`src/rtl/rf_arb_pkg.sv`:
```
// Shared definitions for the register-file writeback arbiter.
//   - default address/data widths
//   - grant-source encoding seen on grant_src
//   - default starvation limit and starvation counter width
package rf_arb_pkg;

    localparam int AW_DEF         = 5;
    localparam int DW_DEF         = 32;
    localparam int STARVE_MAX_DEF = 4;
    localparam int CTR_W          = 4;

    typedef enum logic [1:0] {
        SRC_NONE = 2'b00,
        SRC_ALU  = 2'b01,
        SRC_MEM  = 2'b10
    } grant_src_e;

endpackage

```
`src/rtl/rf_arb_starve_ctr.sv`:
```
// Starvation guard for the ALU writeback requester.
// Counts consecutive cycles in which the ALU was valid but refused, saturating
// at STARVE_MAX. force_alu is high when the count has reached STARVE_MAX.
// Ports:
//   clk, rst_n   - clock, asynchronous active-low reset
//   hold         - pipeline stall; the count is frozen while high
//   alu_valid    - ALU request present
//   alu_ready    - ALU request accepted this cycle
//   force_alu    - ALU must win the next contested arbitration
import rf_arb_pkg::*;

module rf_arb_starve_ctr #(
    parameter int STARVE_MAX = STARVE_MAX_DEF
) (
    input  logic clk,
    input  logic rst_n,
    input  logic hold,
    input  logic alu_valid,
    input  logic alu_ready,
    output logic force_alu
);

    localparam logic [CTR_W-1:0] SAT = CTR_W'(STARVE_MAX);

    logic [CTR_W-1:0] count_r;
    logic [CTR_W-1:0] count_nxt_s;

    // Next count: frozen under hold, cleared when the ALU is idle or served.
    always_comb begin
        count_nxt_s = count_r;
        if (hold) begin
            count_nxt_s = count_r;
        end else if (!alu_valid || alu_ready) begin
            count_nxt_s = {CTR_W{1'b0}};
        end else if (count_r < SAT) begin
            count_nxt_s = count_r + {{(CTR_W-1){1'b0}}, 1'b1};
        end else begin
            count_nxt_s = count_r;
        end
    end

    // Counter state register.
    always_ff @(posedge clk or negedge rst_n) begin
        if (!rst_n) begin
            count_r <= {CTR_W{1'b0}};
        end else begin
            count_r <= count_nxt_s;
        end
    end

    assign force_alu = (count_r == SAT);

endmodule

```
`src/rtl/rf_wb_arbiter.sv`:
```
// Write-port arbiter for the 32x32 register file.
// Two writeback requesters (ALU result, memory load) share one write port.
// MEM has priority; the optional starvation guard forces an ALU grant after
// STARVE_MAX consecutive refusals. The winner is registered onto rf_*.
// Writes to register 0 complete their handshake but leave rf_we low.
// Build option: define RF_WB_STARVE_GUARD_EN to include the starvation guard;
// without it arbitration is pure fixed priority and STARVE_MAX is unused.
// Ports:
//   clk, rst_n                       - clock, asynchronous active-low reset
//   hold                             - stall, no request accepted while high
//   alu_valid/alu_addr/alu_data      - ALU request, alu_ready = accepted
//   mem_valid/mem_addr/mem_data      - load request, mem_ready = accepted
//   rf_we/rf_waddr/rf_wdata          - register file write controls
//   grant_src                        - source of current rf_* write
import rf_arb_pkg::*;

module rf_wb_arbiter #(
    parameter int AW         = AW_DEF,
    parameter int DW         = DW_DEF,
    parameter int STARVE_MAX = STARVE_MAX_DEF
) (
    input  logic          clk,
    input  logic          rst_n,
    input  logic          hold,
    input  logic          alu_valid,
    input  logic [AW-1:0] alu_addr,
    input  logic [DW-1:0] alu_data,
    output logic          alu_ready,
    input  logic          mem_valid,
    input  logic [AW-1:0] mem_addr,
    input  logic [DW-1:0] mem_data,
    output logic          mem_ready,
    output logic          rf_we,
    output logic [AW-1:0] rf_waddr,
    output logic [DW-1:0] rf_wdata,
    output logic [1:0]    grant_src
);

    logic force_alu_s;

`ifdef RF_WB_STARVE_GUARD_EN
    rf_arb_starve_ctr #(
        .STARVE_MAX (STARVE_MAX)
    ) u_starve_ctr (
        .clk       (clk),
        .rst_n     (rst_n),
        .hold      (hold),
        .alu_valid (alu_valid),
        .alu_ready (alu_ready),
        .force_alu (force_alu_s)
    );
`else
    // Fixed priority: never force the ALU. STARVE_MAX stays in the parameter
    // list so both builds share one interface.
    assign force_alu_s = 1'b0 && (STARVE_MAX > 0);
`endif

    // Grant decode: MEM wins contention unless the guard forces the ALU.
    // Readies are suppressed while in reset or stalled.
    always_comb begin
        alu_ready = 1'b0;
        mem_ready = 1'b0;
        if (!rst_n || hold) begin
            alu_ready = 1'b0;
            mem_ready = 1'b0;
        end else if (alu_valid && mem_valid) begin
            if (force_alu_s) begin
                alu_ready = 1'b1;
            end else begin
                mem_ready = 1'b1;
            end
        end else if (alu_valid) begin
            alu_ready = 1'b1;
        end else if (mem_valid) begin
            mem_ready = 1'b1;
        end else begin
            alu_ready = 1'b0;
            mem_ready = 1'b0;
        end
    end

    // Output register: capture the accepted request; address/data hold when idle.
    always_ff @(posedge clk or negedge rst_n) begin
        if (!rst_n) begin
            rf_we     <= 1'b0;
            rf_waddr  <= {AW{1'b0}};
            rf_wdata  <= {DW{1'b0}};
            grant_src <= SRC_NONE;
        end else if (alu_valid && alu_ready) begin
            rf_we     <= (alu_addr != {AW{1'b0}});
            rf_waddr  <= alu_addr;
            rf_wdata  <= alu_data;
            grant_src <= SRC_ALU;
        end else if (mem_valid && mem_ready) begin
            rf_we     <= (mem_addr != {AW{1'b0}});
            rf_waddr  <= mem_addr;
            rf_wdata  <= mem_data;
            grant_src <= SRC_MEM;
        end else begin
            rf_we     <= 1'b0;
            grant_src <= SRC_NONE;
        end
    end

endmodule

```
`config.mk`:
```
export PLATFORM = sky130hd
export DESIGN_NAME = rf_wb_arbiter
export DESIGN_NICKNAME = d
export VERILOG_FILES = /design/src/rtl/rf_arb_pkg.sv /design/src/rtl/rf_arb_starve_ctr.sv /design/src/rtl/rf_wb_arbiter.sv
export SDC_FILE = /design/constraint.sdc
export NUM_CORES = 1
export LEC_CHECK = 0
export CAP_MARGIN = 20
export CORE_AREA = 3 3 70 72
export CTS_CLUSTER_DIAMETER = 30
export DETAILED_ROUTE_END_ITERATION = 8
export DIE_AREA = 0 0 73 75
export DONT_BUFFER_PORTS = 1
export GPL_ROUTABILITY_DRIVEN = 0
export SYNTH_ARGS = -nofsm -noshare
export SYNTH_HDL_FRONTEND = slang
export SYNTH_SLANG_ARGS = --single-unit
```
`constraint.sdc`:
```
create_clock -name clk -period 1.6 [get_ports clk]
set_input_delay 0.32 -clock clk [delete_from_list [all_inputs] [get_ports clk]]
set_output_delay 0.32 -clock clk [all_outputs]
set_load 0.1 [all_outputs]
```
[After elaboration in Yosys (flattened, before gate mapping)]
Index checks and enable logic that the tools add are counted.
Word-level totals
  output and inout bits: 42
  word-level logic and storage cells: 27
  flip-flop bits (word level): 40
  input bits: 79
Cells by class
  reductions and logical operators: 8
  multiplexer cells: 15
Operators by type and width (number)
  2-to-1 mux 32 bit: 2
  2-to-1 mux 5 bit: 2
  nonzero test 5 bit: 2
  2-to-1 mux 1 bit: 9
  2-to-1 mux 2 bit: 2
  logical AND 1 bit: 3
  nonzero test 2 bit: 1
  zero test 1 bit: 1
  logical OR 1 bit: 1

[Longest topological paths before layout]
  depth after elaboration: 7
  mapped depth: 5
  depth with buffers taken out: 3

[Worst setup path before layout]
No wires, ideal clock.
  kind: input to output
  start: input hold
  end: output alu_ready
  stages on the path: 3
  buffers on the path: 1
  arrival: 1311 ps
  setup slack: -31 ps
  required time: 1280 ps
  path through: nand4bb_1 > buf_2 > inv_1
On the way
  cells in the longest elaborated chain, start to end: 2
RTL lines
  start, declared: RTL line rf_wb_arbiter.sv:24  | input logic hold,
  logical OR 1 bit: RTL line rf_wb_arbiter.sv:63  | if (!rst_n || hold) begin
  2-to-1 mux 1 bit: RTL line rf_wb_arbiter.sv:63
  end, declared: RTL line rf_wb_arbiter.sv:28  | output logic alu_ready,
Every way passes these cells.

[Worst setup path in the final report]
Same ends and word-level chain as after synthesis.

==> impl_metrics.ini <==
[outcome]
outcome = completed

[layout]
fill_cells = 386
drive_gt1_frac = 0.530
mostFrequentLayoutCells = buf_4 (43), dfrtp_1 (40), a22o_1 (37), mux2_2 (37), clkbuf_8 (6)
multi_input_area_sq_um = 837
n_antenna_cell = 0
stdcell_count = 235
post-route-util = 0.556
syn2layout_area_growth_pct = 26.2
layout.area.seq_sq_um = 1000
final_common_cell = buf_4
nNetsFinal = 261

[pwr]
seq_power_share = 0.308
ir_drop_uv = 716
swShare = 0.510
clkPwrFrac = 0.163
switching_power_w = 0.00209
power.density_cell_area_nw_per_um2 = 1700
power.internal_w = 0.00201
comb_power_share = 0.529
power.leakage_nw = 1.16

[grt]
grt_pass1_wl_mm = 6.84
grt_start_max_net_pins = 41
grt_overflow = 0
grt_antenna_before_repair = 0
track_usage = 0.167
grt_pass1_vias = 1419

[timing]
fin_skew_ns = 0
hold_violations = 0
fin_crit_ns = 1.37
slew_violations = 0
rsz0062_at_grt = false
setup_tns_ns = 0
relSlewSlack = 0.740
fmax_mhz = 732
setup_violations = 0
worstMarginPinSlew_ns = 0.390
period_share = 0.854

[setup_path]
start_kind = input pin
reg2reg_slack_ns = 0.58
endpoint_kind = output port
r2r-start = rf_wdata[18]
cp.required_ns = 1.28
arrival_ns = 1.05
path_max_fanout = 40
r2r_cells = 2
worstSetupPathType = input pin to output port
reg2reg_to = rf_wdata[18]

[floorplan]
die_y_microns = 75
die_area_sq_um = 5480
std_cell_rows = 24
ios = 121
start_util = 0.441
die_w_microns = 73
core_area_sq_um = 4350

[place]
dp.cells = 225
io_buffers = 0

[clock_tree]
clk_pin_slew_ns = 0.08
htree_levels = 2
cts_resized = 0
tritoncts = yes
cts.sinks = 40
clockRootBuffer = clkbuf_8
hold_buffers = 2
cts_buffers = 5
post_cts_buffers = 0
insertion_delay_ns = 0.28
cts_max_path_buffers = 2

[synthesis]
syn-num-nets = 217
synth.area.top_cells = dfrtp_1 (52%), mux2_2 (22%), a22o_1 (17%), buf_6 (2.3%), buf_2 (1.8%)
synth.yosys.seq_area_share = 0.522
ys_ff_latch = 40
synth_top_area_cell = dfrtp_1
synth_cells = 138
yosysWarnings = 0
synth_area_sq_um = 1920
syn_avg_cell_area_sq_um = 13.9
yosysTopAreaCellShare = 0.522
synth.distinct_cells = 14

[route]
drc_errors = 0
viasPerCell = 5.80
first_pass_iters = 4
antenna_left = 0
wl_per_cell_microns = 19.6
wirelength_mm = 4.62
vias = 1362
drt_iter0_drc = 52

[worst_hold_path]
min_to = rf_we
worstHoldPathCells = 2
hp-class = input pin to flip-flop
hp-start = mem_addr[2]

[run]
max_cap_viol_count = 0
-- power by group through the flow --
stage	Clock (W)	Sequential [W]	Combinational, W
after global placement	0	0.00128	0.00212
after detailed placement	0	0.00129	0.00215
after floorplan	0	0.00272	0.000304
final	0.000669	0.00126	0.00217
after global routing	0.000747	0.00129	0.00223
after CTS	0.000703	0.00127	0.00218
-- cells in the mapped netlist --
library cell / number
dfrtp_1: 40
a22o_1: 37
mux2_2: 37
buf_2: 7
buf_6: 4
and3b_1: 2
inv_1: 2
o21ai_1: 2
or4_1: 2
nand4bb_1: 1
nor2_1: 1
nor2b_1: 1
nor2b_2: 1
o21ai_4: 1
-- metal layers --
metal	global-route usage	routed length, microns
met5	0	0
met4	0.0492	27
met3	0.0614	450
met2	0.294	2410
met1	0.191	1730
-- final cells by class --
class | count | share of cell area
flip-flops and latches | 40 | 0.414
multi-input cells | 85 | 0.346
repair buffers | 48 | 0.171
clock buffers | 6 | 0.0341
well taps | 52 | 0.0269
inverters | 2 | 0.00465
clock inverters | 2 | 0.00414
-- cell families after synthesis --
family                 share of synthesized area
AO/OA/AOI/OAI                              0.183
flip-flops                                 0.522
multiplexers                               0.217
buffers and inverters                     0.0457
AND/OR/NAND/NOR                           0.0326
-- critical path, stage by stage --
cell and delay, ns:
nand4bb_2 0.24, buf_12 0.21, clkinvlp_4 0.10, buf_12 0.16
-- flip-flops by register name (all words and copies together) (netlist names) --
register	count
grant_src	2
rf_we	1
rf_wdata	32
rf_waddr	5
-- worst max-delay path by stage --
stage	start	to	slack, ns
after floorplan	hold	mem_ready	0.12
after global placement	hold	alu_ready	0.25
after detailed placement	hold	rf_wdata[2]	0.22
after CTS	hold	alu_ready	0.23
after global routing	hold	alu_ready	0.22
final	hold	alu_ready	0.23
-- per-stage QoR --
stage | cell area [sq um] | hold WS, ns | setup WS, ns | power (W)
final | 2420 | 0.191 | 0.234 | 0.00411
after global routing | 2420 | 0.175 | 0.221 | 0.00427
after CTS | 2420 | 0.178 | 0.233 | 0.00416
after detailed placement | 2300 | 0.0255 | 0.223 | 0.00344
after global placement | 2300 | 0.0255 | 0.251 | 0.00340
after floorplan | 1920 | 0.0244 | 0.118 | 0.00302
Power figures use the tool's default switching activity.
